`config.mk`:
```
export PLATFORM = sky130hd
export DESIGN_NAME = blink_sched
export DESIGN_NICKNAME = d
export VERILOG_FILES = /design/src/rtl/blink_sched.sv
export SDC_FILE = /design/constraint.sdc
export NUM_CORES = 1
export LEC_CHECK = 0
export ABC_CLOCK_PERIOD_IN_PS = 2600
export BUFFER_PORTS_ARGS = -buffer_cell sky130_fd_sc_hd__buf_2
export CORE_MARGIN = 10
export CORE_UTILIZATION = 45
export DETAILED_ROUTE_END_ITERATION = 10
export PLACE_DENSITY = 0.66
export SLEW_MARGIN = 0
export SYNTH_ARGS = -nofsm -noshare
export SYNTH_HDL_FRONTEND = slang
export SYNTH_SLANG_ARGS = --single-unit
```
`constraint.sdc`:
```
create_clock -name clk -period 2.6 [get_ports clk]
set_input_delay 0.13 -clock clk [delete_from_list [all_inputs] [get_ports clk]]
set_output_delay 0.13 -clock clk [all_outputs]
set_load 0.02 [all_outputs]
```
`src/rtl/blink_sched.sv`:
```
// Round-robin owner of one blinking LED: grants a requester, runs its blink count, pulses done.
// Optional macro BLINK_SCHED_ABORT_EN adds an abort input that cuts a running sequence short.
module blink_sched #(
  parameter int NREQ  = 4,
  parameter int CBITS = 12,
  parameter int NBITS = 3
) (
  input  logic                  clk,
  input  logic                  rst,
`ifdef BLINK_SCHED_ABORT_EN
  input  logic                  abort,
`endif
  input  logic [NREQ-1:0]       req,
  input  logic [NREQ*NBITS-1:0] blinks,
  output logic [NREQ-1:0]       gnt,
  output logic [NREQ-1:0]       done,
  output logic                  led,
  output logic                  busy,
  output logic                  flg
);

  localparam int PBITS = $clog2(NREQ);
  localparam logic [CBITS-1:0] CNT_MAX = '1;

  typedef enum logic [3:0] {
    S_IDLE = 4'b0001,
    S_ON   = 4'b0010,
    S_OFF  = 4'b0100,
    S_DONE = 4'b1000
  } state_t;

  state_t           r_state, w_state_nxt;
  logic [CBITS-1:0] r_cnt, w_cnt_nxt;
  logic [NBITS-1:0] r_rem, w_rem_nxt;
  logic [PBITS-1:0] r_ptr, w_ptr_nxt;
  logic [NREQ-1:0]  r_gnt, w_gnt_nxt;
  logic [NREQ-1:0]  r_done;
  logic             r_flg;

  logic             w_found;
  logic [PBITS-1:0] w_idx;
  logic [PBITS-1:0] w_win;
  logic [NREQ-1:0]  w_win_oh;
  logic [NBITS-1:0] w_win_blinks;
  logic [NBITS-1:0] w_blk [NREQ];
  logic             w_wrap;
  logic             w_abort;

`ifdef BLINK_SCHED_ABORT_EN
  assign w_abort = abort;
`else
  assign w_abort = 1'b0;
`endif

  for (genvar i = 0; i < NREQ; i++) begin : g_blk
    assign w_blk[i] = blinks[i*NBITS +: NBITS];
  end

  // Scan from the highest offset down so the request nearest to ptr is the last one written.
  always_comb begin
    w_found = 1'b0;
    w_win   = '0;
    w_idx   = '0;
    for (int k = NREQ - 1; k >= 0; k--) begin
      w_idx = PBITS'((int'(r_ptr) + k) % NREQ);
      if (req[w_idx]) begin
        w_found = 1'b1;
        w_win   = w_idx;
      end
    end
  end

  assign w_win_oh     = NREQ'(1) << w_win;
  assign w_win_blinks = w_blk[w_win];
  assign w_wrap       = (r_cnt == CNT_MAX);

  always_comb begin
    // NOTE: every signal gets its hold value first so no path through the case infers a latch.
    w_state_nxt = r_state;
    w_cnt_nxt   = r_cnt;
    w_rem_nxt   = r_rem;
    w_ptr_nxt   = r_ptr;
    w_gnt_nxt   = r_gnt;
    unique case (r_state)
      S_IDLE: begin
        if (w_found) begin
          w_gnt_nxt   = w_win_oh;
          w_rem_nxt   = w_win_blinks;
          w_cnt_nxt   = '0;
          w_ptr_nxt   = (w_win == PBITS'(NREQ - 1)) ? '0 : w_win + PBITS'(1);
          w_state_nxt = (w_win_blinks != '0) ? S_ON : S_DONE;
        end
      end
      S_ON: begin
        if (w_abort) begin
          w_cnt_nxt   = '0;
          w_state_nxt = S_DONE;
        end else begin
          w_cnt_nxt = r_cnt + CBITS'(1);
          if (w_wrap) w_state_nxt = S_OFF;
        end
      end
      S_OFF: begin
        if (w_abort) begin
          w_cnt_nxt   = '0;
          w_state_nxt = S_DONE;
        end else begin
          w_cnt_nxt = r_cnt + CBITS'(1);
          if (w_wrap) begin
            if (r_rem > NBITS'(1)) begin
              w_rem_nxt   = r_rem - NBITS'(1);
              w_state_nxt = S_ON;
            end else begin
              w_state_nxt = S_DONE;
            end
          end
        end
      end
      S_DONE: begin
        w_gnt_nxt   = '0;
        w_state_nxt = S_IDLE;
      end
      default: begin
        w_gnt_nxt   = '0;
        w_state_nxt = S_IDLE;
      end
    endcase
  end

  // flg and done are registered from next-state values so they line up with the wrap/DONE cycle.
  always_ff @(posedge clk or posedge rst) begin
    if (rst) begin
      r_state <= S_IDLE;
      r_cnt   <= '0;
      r_rem   <= '0;
      r_ptr   <= '0;
      r_gnt   <= '0;
      r_done  <= '0;
      r_flg   <= 1'b0;
    end else begin
      // NOTE: non-blocking updates so every register samples the pre-edge values.
      r_state <= w_state_nxt;
      r_cnt   <= w_cnt_nxt;
      r_rem   <= w_rem_nxt;
      r_ptr   <= w_ptr_nxt;
      r_gnt   <= w_gnt_nxt;
      r_done  <= (w_state_nxt == S_DONE) ? w_gnt_nxt : '0;
      r_flg   <= ((w_state_nxt == S_ON) || (w_state_nxt == S_OFF)) && (w_cnt_nxt == CNT_MAX);
    end
  end

  assign gnt  = r_gnt;
  assign done = r_done;
  assign flg  = r_flg;
  assign led  = r_state[1];
  assign busy = ~r_state[0];

endmodule

```
* Word-level counts from Yosys, hierarchy flattened
Index checks and enable logic that the tools add are counted.
Storage, ports and cells: input bits 18, output and inout bits 11, register bits 30, word-level logic and storage cells 76
Cells by class: mux-type cells 35, reductions and logical operators 7, bitwise gates (word level) 2, $lt $le $gt $ge 6, shift-type cells 1, equal/unequal tests 12, $add $sub $neg 6
Operator list (number):
- $mux W4 | 7
- $eq A12 B12 Y1 const B | 2
- $pmux W12 S2 | 1
- $mux W3 | 5
- $add A12 B1 Y12 const B | 1
- $lt A2 B3 Y1 const B | 4
- $mux W12 | 1
- $pmux W4 S3 | 1
- $mux W2 | 5
- $bmux W1 S2 | 4
- $eq A4 B2 Y1 const B | 2
- $eq A4 B3 Y1 const B | 2
- $mux W1 | 8
- $pmux W4 S2 | 1
- $bmux W3 S2 | 1
- $ne A2 B2 Y1 const B | 3
- $pmux W3 S2 | 1
- $add A2 B1 Y2 const B | 2
- $add A2 B2 Y2 const B | 2
- $eq A4 B1 Y1 const B | 1
- $eq A4 B4 Y1 const B | 1
- $reduce_and A4 Y1 | 1
- $shl A1 B2 Y4 const A | 1
- $ge A3 B3 Y1 const B | 1
- 11 further kinds | 11

* Longest topological paths before layout
Gate-level depths: netlist of run 1.
word-level depth 18, depth in mapped cells 9, gate-level depth less buffers 8

* Worst setup path before layout of run 1
OpenSTA, ideal clock, no wires.
kind register -> register, start reg r_cnt[0], end reg r_rem[2], cell stages (with the launch flop) 8, clock period less this slack 1.833 ns, data arrival time 1.709 ns, required time 2.476 ns, path slack 0.767 ns, path through dfrtp_1 > ha_1 > and3_1 > nand2_1 > nor2_2 > a21oi_1 > o21bai_1 > a211o_1
On the way: cells in the longest elaborated chain, start to end 3
Ends and longest elaborated chain:
- from (decl) | RTL line 33 | logic [CBITS-1:0] r_cnt, w_cnt_nxt;
- from (signal assigned) | RTL line 143 | r_cnt <= w_cnt_nxt;
- $eq A12 B12 Y1 | RTL line 75 | assign w_wrap = (r_cnt == CNT_MAX);
- $ne A2 B2 Y1 (no line)
- $reduce_and A4 Y1 (no line)
- to (signal assigned) | RTL line 144 | r_rem <= w_rem_nxt;
- to (decl) | RTL line 34 | logic [NBITS-1:0] r_rem, w_rem_nxt;
No other way between the ends. A chain may end at the register's enable or synchronous reset.

* Worst setup path after layout of run 1
start reg r_cnt[0], end reg r_flg (netlist: flg)
On the way: cells in the longest elaborated chain, start to end 6, elaborated cells between the ends (all ways) 12
Ends and longest elaborated chain:
- parallel branches: the longest is 5 deep, another holds $add A12 B1 Y12
- $logic_and A1 B1 Y1 (*) | RTL line 148 | r_flg <= ((w_state_nxt == S_ON) || (w_state_nxt == S_OFF)) && (w_cnt_nxt == CNT_MAX);
- to (signal assigned) | RTL line 148
- to (decl) | RTL line 38 | logic r_flg;
Every way passes the cells marked *.

==> flow_summary.json, run 1 <==
{
  "status": "finished, final reports clean",
  "firstDrtPassIters": 4,
  "seq_area_frac_synth_pct": 39.7,
  "worstPathArrival_ns": 2.33,
  "drive_above_1_share_pct": 22.5,
  "num-nets-final": 264,
  "timing_worst_setup_path_type": "reg -> reg",
  "grt_max_degree": 31,
  "dpl.hpwl_um": 3200,
  "synth.top_cell.area_share_pct": 38.3,
  "period_needed_ns": 2.12,
  "startpoint_type": "register",
  "grt_pass1_wl_um": 7340,
  "synth_edf_count": 0,
  "insertion_delay_ns": 0.28,
  "wl_um": 4320,
  "maxCapViolations": 0,
  "grt_use_total_pct": 12.0,
  "peakVddDrop_v": 0.000548,
  "core_um2": 4030,
  "cts_max_level": 2,
  "fin_cells": 290,
  "avgSynthCellArea_um2": 9.10,
  "final.setup_skew_ns": 0.00980,
  "fin_hold_ws_ns": 0.229,
  "synth_warnings": 0,
  "synth_compound_area_share_pct": 29.8,
  "synth_adder_area_share_pct": 4.63,
  "wl_met2_um": 1920,
  "finish.utilization_pct": 54.1,
  "final_cell_mix": "dfrtp_1 (29), buf_2 (28), nand2_1 (27)",
  "drtIter0Drc": 125,
  "grt-ovfl-total": 0,
  "ctsRootBufferMaster": "clkbuf_8",
  "path_cells": "ha_1 > and3_1 > nand3_1 > xnor2_1 > o2111ai_1 > a2111oi_0 > and4_1",
  "insertedDiodeCount": 0,
  "fmax_ghz": 0.471,
  "dieArea_um2": 7200,
  "power_density_nw_per_um2": 947,
  "worstPathMaxFanout": 6,
  "met3_length_um": 165,
  "start_util_pct": 47.0,
  "ys_types": 52,
  "synth_cells": 208,
  "synth_xor_area_share_pct": 0.925,
  "die_w_um": 84.9,
  "cts_buffers": 5,
  "slew_headroom_pct": 56.5,
  "yosys.area_share.simple_pct": 19.6,
  "ys_seq_elements": 30,
  "slowest_stage": "dfrtp_1",
  "cts_tree": "yes",
  "clock_path_buffers": 2,
  "grt_pass1_vias": 1602,
  "syn2layout_area_growth_pct": 15.2,
  "synth_area_leaders": "dfrtp_1 (38%), nand2_1 (5.4%), o21ai_0 (4.8%)",
  "post_cts_buffers": 0,
  "cts_sinks": 30,
  "end_kind": "register",
  "leakage_nw": 1.00,
  "io_pins": 29,
  "place_inst": 281,
  "place_congestion": 0.870,
  "synthArstFlopShare_pct": 100,
  "period_share_pct": 81.6,
  "via_count": 1627,
  "synth_nets": 233,
  "hold_path.class": "in -> reg",
  "fp-row-count": 23,
  "synthesis.area_um2": 1890,
  "antenna_found_initial": 0,
  "cts_hold_buf": 1,
  "die_height_um": 84.9,
  "tightestPinTransition_ns": 0.652,
  "slowest_delay_ns": 0.42,
  "cts_resized": 0,
  "synth_top_family_by_area": "compound AO/OA/AOI/OAI gates",
  "drt-met1-wl_um": 2210,
  "ant_nets": 0,
  "rsz0062_at_grt": "no",
  "final_common_cell": "dfrtp_1",
  "total_power_mw": 2.07,
  "drv_slew": 0,
  "synth_top_area_cell": "dfrtp_1",
  "wire_per_inst_um": 14.9,
  "clk_pin_slew_ns": 0.07,
  "finalSetupTns_ns": 0,
  "drc": 0,
  "finalHoldViolations": 0,
  "fillers": 378,
  "crit_required_ns": 2.81,
  "portBuffers": 28,
  "synthMuxAreaShare_pct": 1.06,
  "viasPerCell": 5.61,
  "ys.flop_type": "dfrtp_1",
  "setup_viol": 0,
  "highest_layer": "met4"
}
[flip-flops by register name, indices dropped and copies added, names as in the netlist]
name,cells
gnt,4
done,4
r_rem,3
r_ptr,2
r_cnt,12
flg,1
r_state,4
[final cells by class]
class	instances	area [um2]	area share (%)
multi-input combinational	159	1060	48.7
sequential	30	752	34.5
timing repair buffer	32	173	7.92
clock buffer	7	86.3	3.96
tap	50	62.6	2.87
inverter	11	41.3	1.89
clock inverter	1	5.00	0.229
[power by group]
group / internal, mW / leakage [nW] / switching, mW / total, mW
registers: 0.578 / 0.400 / 0.104 / 0.682
clock network: 0.213 / 0.0482 / 0.171 / 0.384
logic: 0.383 / 0.555 / 0.616 / 0.999
[synth_stat cells (4+ instances only)]
cell and number:
o31ai_1 10, a21oi_1 6, a22o_1 5, inv_1 10, a21boi_0 6, and4_1 4, ha_1 7, a211oi_2 6
nor2_1 15, nor3_1 4, o21ai_0 18, dfrtp_1 29, nand2b_1 4, clkbuf_1 6, nand2_1 27, nand4_1 4
[worst max-delay path, delay by kind of cell, from the launching register on]
family | cells | cell delay [ns]
XOR/XNOR | 1 | 0.19
flip-flops | 1 | 0.42
AND/OR/NAND/NOR | 3 | 0.70
adder cells (fa/ha/maj) | 1 | 0.26
AO/OA/AOI/OAI | 2 | 0.48
[final timing paths]
check | to | slack [ns] | cells after the start | from
max | flg | 0.48 | 7 | r_cnt[0]
min reg2reg | r_cnt[7] | 0.52 | 1 | r_cnt[7]
max in group asynchronous | r_state[0] | 1.81 | 4 | rst
min | r_rem[0] | 0.23 | 3 | blinks[9]
max reg2reg | flg | 0.48 | 7 | r_cnt[0]
min in group asynchronous | r_cnt[2] | 0.47 | 4 | rst
[stage by stage]
stage	instance area (um2)	setup slack, ns
finish	2180	0.479
global route	2180	0.280
CTS	2180	0.527
detailed placement	2080	0.507
global placement	2080	0.505
floorplan	1890	0.767
[kinds of logic (layout without fill, tap and decap cells)]
| logic type | count (synthesis) | in the layout |
|---|---|---|
| AOI/OAI and AO/OA | 73 | 73 |
| xor gates and xnor gates | 2 | 2 |
| adders and majority gates | 7 | 7 |
| buffers and inverters | 19 | 51 |
| DFF | 30 | 30 |
| muxes | 2 | 2 |
| and+or+nand+nor | 75 | 75 |
[metal layers]
metal,vias up,global-route usage [%]
li1,827,-
met1,770,16.1
met2,28,18.0
met3,2,3.73
met4,0,3.44
met5,-,0
(Power assumes the default switching activity.)
==> inputs of run 2 (changes only) <==
- ABC_CLOCK_PERIOD_IN_PS: 2600 -> 1900
- PLACE_DENSITY: 0.66 -> 0.68
- clock period: 2.6 -> 1.9 ns (I/O delays scaled with it)
==> flow_summary.json, run 2 (synthesis results as in run 1) <==
{
  "die_height_um": 84.9,
  "rsz0062_at_grt": "yes",
  "finalHoldViolations": 0,
  "fin_hold_ws_ns": 0.225,
  "setup_viol": 0,
  "drtIter0Drc": 189,
  "fillers": 341,
  "regArea_um2": 754,
  "top_register": "r_cnt",
  "power_density_nw_per_um2": 1340,
  "cts_sinks": 30,
  "dpl.hpwl_um": 3610,
  "io_pins": 29,
  "path_delay_family": "compound AO/OA/AOI/OAI gates",
  "fmax_ghz": 0.540,
  "wl_um": 5170,
  "cts_buffers": 5,
  "drive_above_1_share_pct": 40.2,
  "grt-ovfl-total": 0,
  "dieArea_um2": 7200,
  "grt_use_total_pct": 14.1,
  "timing.rr.end": "done[2]",
  "cts_tree": "yes",
  "place_congestion": 0.890,
  "portBuffers": 28,
  "ctsRootBufferMaster": "clkbuf_8",
  "path_cells": "nand2b_4 > a21o_4 > and2_4 > buf_4 > a211oi_4 > nor2_4 > o31ai_1",
  "whs_path_depth": 3,
  "status": "finished, final reports clean",
  "fp-row-count": 23,
  "die_w_um": 84.9,
  "clk_pin_slew_ns": 0.07,
  "r2r_slack_ns": 0.05,
  "final.setup_skew_ns": 0.00321,
  "via_count": 1781,
  "crit_required_ns": 2.08,
  "slew_headroom_pct": 73.7,
  "multi_input_area_um2": 1240,
  "fin_cells": 316,
  "maxCapViolations": 0,
  "syn2layout_area_growth_pct": 34.7,
  "cts_max_level": 2,
  "ant_nets": 0,
  "tightestPinTransition_ns": 0.390,
  "period_needed_ns": 1.85,
  "clock_path_buffers": 2,
  "period_share_pct": 97.5,
  "timing_worst_setup_path_type": "reg -> reg",
  "r2r_cells": 7,
  "grt_max_degree": 31,
  "place_inst": 300,
  "end_kind": "register",
  "grt_pass1_wl_um": 8670,
  "drc": 0,
  "viasPerCell": 5.64,
  "num-nets-final": 290,
  "slowest_delay_ns": 0.44,
  "startpoint_type": "register",
  "start_util_pct": 47.0,
  "wire_per_inst_um": 16.3,
  "insertedDiodeCount": 0,
  "peakVddDrop_v": 0.000694,
  "hold_path.class": "in -> reg",
  "path_buf_inv": 1,
  "leakage_nw": 1.15,
  "hp-start": "blinks[9]",
  "final_cell_mix": "buf_2 (28), buf_4 (28), nand2_1 (27), dfrtp_1 (27), o21ai_0 (14)",
  "worstPathMaxFanout": 8,
  "slowest_stage": "dfrtp_2",
  "worstPathArrival_ns": 2.04,
  "r2r_start": "r_ptr[0]",
  "drv_slew": 0,
  "core_um2": 4030,
  "grt_pass1_vias": 1792,
  "insertion_delay_ns": 0.28,
  "antenna_found_initial": 0,
  "largest_reg_flops": 12,
  "whs_endpoint": "r_rem[0]",
  "firstDrtPassIters": 4
}
## run 2: cell count changes in the layout (fill, tap and decap cells not counted), sizes merged
cell      before  now
buf           31   56
clkbuf         7    5
and2           4    5
clkinv         1    2
clkinvlp       0    1
## run 2: tightest hold or removal path, cell delays in order
cell and delay [ns]:
buf_2 0.11, a211oi_4 0.08, o31ai_1 0.18
## run 2: how the worst max path moves through the flow
| stage | startpoint | end | slack (ns) | cells past startpoint |
|---|---|---|---|---|
| 6_report | r_ptr[0] | done[2] | 0.05 | 7 |
| 5_1_grt | r_cnt[0] | flg | -0.05 | 7 |
| 4_1_cts | r_ptr[0] | done[3] | 0.001 | 6 |
| 3_5_place_dp | r_ptr[0] | done[3] | -0.05 | 6 |
| 3_3_place_gp | r_ptr[0] | done[2] | -0.005 | 6 |
| 2_1_floorplan | r_cnt[0] | r_rem[2] | 0.07 | 7 |
## run 2: area by class of cell
class                           instances  area share, %
Multi-Input combinational cell        160           48.7
Clock inverter                          3          0.834
Tap cell                               50           2.45
Clock buffer                            5           2.70
Inverter                               11           1.62
Sequential cell                        30           29.6
Timing Repair Buffer                   57           14.1
## run 2: stage by stage
stage	utilization, %	setup WS, ns	cell area [um2]	setup TNS, ns	total power, mW
2_1_floorplan	-	0.0671	1890	0	1.98
4_1_cts	59.4	0.00121	2390	0	3.18
6_report	63.3	0.0470	2550	0	3.42
3_5_place_dp	55.2	-0.0497	2220	-0.0884	2.50
3_3_place_gp	55.2	-0.00506	2220	-0.00506	2.47
5_1_grt	63.3	-0.0507	2550	-0.0529	3.63
## run 2: what timing repair did
item / in CTS / in global routing
cloned: 1 / 0
setup endpoints to repair: 3 / 15
buffers inserted: 0 / 6
pin swaps: 8 / 12
hold buffers: 1 / 0
hold endpoints to repair: 29 / 0
resized for setup: 10 / 38
## run 2: power breakdown
group | switching [mW] | internal (mW)
Sequential | 0.126 | 0.795
Combinational | 1.12 | 0.867
Clock | 0.256 | 0.257
## run 2: routing by layer
layer  global-route usage, %  wire length (um)
met4                    3.14                27
met2                    21.4              2450
met5                       0                 0
met3                    3.54               237
met1                    19.6              2450
==> inputs of run 3 (changes only) <==
- CORE_MARGIN: 10 -> 2
==> flow_summary.json, run 3 (synthesis results as in run 1) <==
{
  "fp-row-count": 23,
  "drv_slew": 0,
  "grt_pass1_wl_um": 7550,
  "worstPathArrival_ns": 2.06,
  "r2r_start": "r_ptr[0]",
  "cts_max_level": 2,
  "ant_nets": 0,
  "startpoint_type": "register",
  "insertion_delay_ns": 0.28,
  "crit_required_ns": 2.08,
  "final_cell_mix": "buf_2 (28), nand2_1 (27), dfrtp_1 (27)",
  "wire_per_inst_um": 15.5,
  "grt-ovfl-total": 0,
  "regArea_um2": 754,
  "grt_max_degree": 31,
  "tightestPinTransition_ns": 0.479,
  "setup_viol": 0,
  "grt_use_total_pct": 21.7,
  "cts_tree": "yes",
  "slew_headroom_pct": 67.7,
  "hold_path.class": "in -> reg",
  "startpoint": "r_ptr[0]",
  "cts_sinks": 30,
  "viasPerCell": 5.64,
  "start_util_pct": 47.0,
  "syn2layout_area_growth_pct": 33.2,
  "dpl.hpwl_um": 3280,
  "multi_input_area_um2": 1210,
  "antenna_found_initial": 0,
  "grt_pass1_vias": 1584,
  "firstDrtPassIters": 4,
  "core_um2": 4030,
  "num-nets-final": 287,
  "fin_hold_ws_ns": 0.247,
  "worstPathMaxFanout": 8,
  "leakage_nw": 1.14,
  "hp-start": "blinks[9]",
  "place_congestion": 0.904,
  "period_needed_ns": 1.88,
  "clk_pin_slew_ns": 0.06,
  "dieArea_um2": 4740,
  "portBuffers": 28,
  "power_density_nw_per_um2": 1360,
  "final.setup_skew_ns": 0.00499,
  "rsz0062_at_grt": "yes",
  "end_kind": "register",
  "top_register": "r_cnt",
  "drive_above_1_share_pct": 36.5,
  "final_common_cell": "buf_2",
  "status": "finished, final reports clean",
  "insertedDiodeCount": 0,
  "timing_worst_setup_path_type": "reg -> reg",
  "cts_buffers": 5,
  "die_w_um": 68.9,
  "via_count": 1764,
  "ctsRootBufferMaster": "clkbuf_8",
  "peakVddDrop_v": 0.000855,
  "period_share_pct": 99.1,
  "wl_um": 4840,
  "largest_reg_flops": 12,
  "drtIter0Drc": 98,
  "finish.utilization_pct": 62.6,
  "fmax_ghz": 0.531,
  "maxCapViolations": 0,
  "clock_path_buffers": 2,
  "drc": 0,
  "finalHoldViolations": 0,
  "fillers": 348,
  "die_height_um": 68.9,
  "io_pins": 29
}
[run 3: cell types whose count changed in the layout (fill, tap and decap cells not counted), moves of 3 or more]
cell      before  now
a21boi_0       2    5
a21boi_1       4    1
buf_4         28   25
clkbuf_8       5    8
o21ai_0       14   11
o21ai_1        4    7
o31ai_1        9    6
[run 3: path summary, 6_finish.rpt]
check | end | slack, ns | depth (start not counted)
min in group asynchronous | r_cnt[1] | 0.42 | 4
max reg2reg | done[2] | 0.02 | 6
min reg2reg | r_cnt[7] | 0.51 | 1
min | r_rem[0] | 0.25 | 3
max | done[2] | 0.02 | 6
max in group asynchronous | r_state[0] | 1.16 | 4
[run 3: layout make-up]
class | count | area share, %
clock buffers | 8 | 4.37
inverters | 11 | 1.64
multi-input cells | 160 | 48.2
flip-flops and latches | 30 | 29.9
well taps | 50 | 2.48
repair buffers | 54 | 13.4
[run 3: critical path, cell delays in order (launching register included)]
cell,delay [ns]
dfrtp_2,0.44
nand2b_4,0.16
a21o_4,0.22
and2_4,0.21
a211oi_4,0.32
o22ai_4,0.16
o31ai_4,0.26
[run 3: what timing repair did]
action | in CTS | in global routing
pin swaps | 9 | 9
resized for setup | 11 | 26
gates cloned | 1 | 0
endpoints found under the setup margin | 6 | 15
hold buffers | 1 | 0
buffers inserted | 1 | 2
hold endpoints to repair | 29 | 0
[run 3: where the power goes]
part           switching, mW  internal [mW]  total (mW)
Sequential             0.115          0.794       0.909
Combinational           1.10          0.813        1.91
Clock                  0.230          0.365       0.595
[run 3: layer usage]
layer / wire [um] / GRT usage [%] / share of wire, % / vias to the layer above
met5: 0 / 0 / 0 / -
met2: 2170 / 30.6 / 45 / 43
li1: - / - / - / 867
met1: 2370 / 31.2 / 49 / 840
met4: 114 / 9.07 / 2.4 / 0
met3: 182 / 5.68 / 3.8 / 14
[run 3: per-stage QoR]
step / std cells / TNS [ns] / setup WS [ns] / area [um2] / total power [mW]
after floorplan: 208 / 0 / 0.0671 / 1890 / 1.98
after global placement: 300 / -0.0883 / -0.0743 / 2220 / 2.48
after detailed placement: 300 / -0.133 / -0.106 / 2220 / 2.50
after CTS: 311 / -0.0178 / -0.00854 / 2430 / 3.29
after global routing: 313 / -0.228 / -0.0564 / 2520 / 3.64
final: 313 / 0 / 0.0169 / 2520 / 3.42
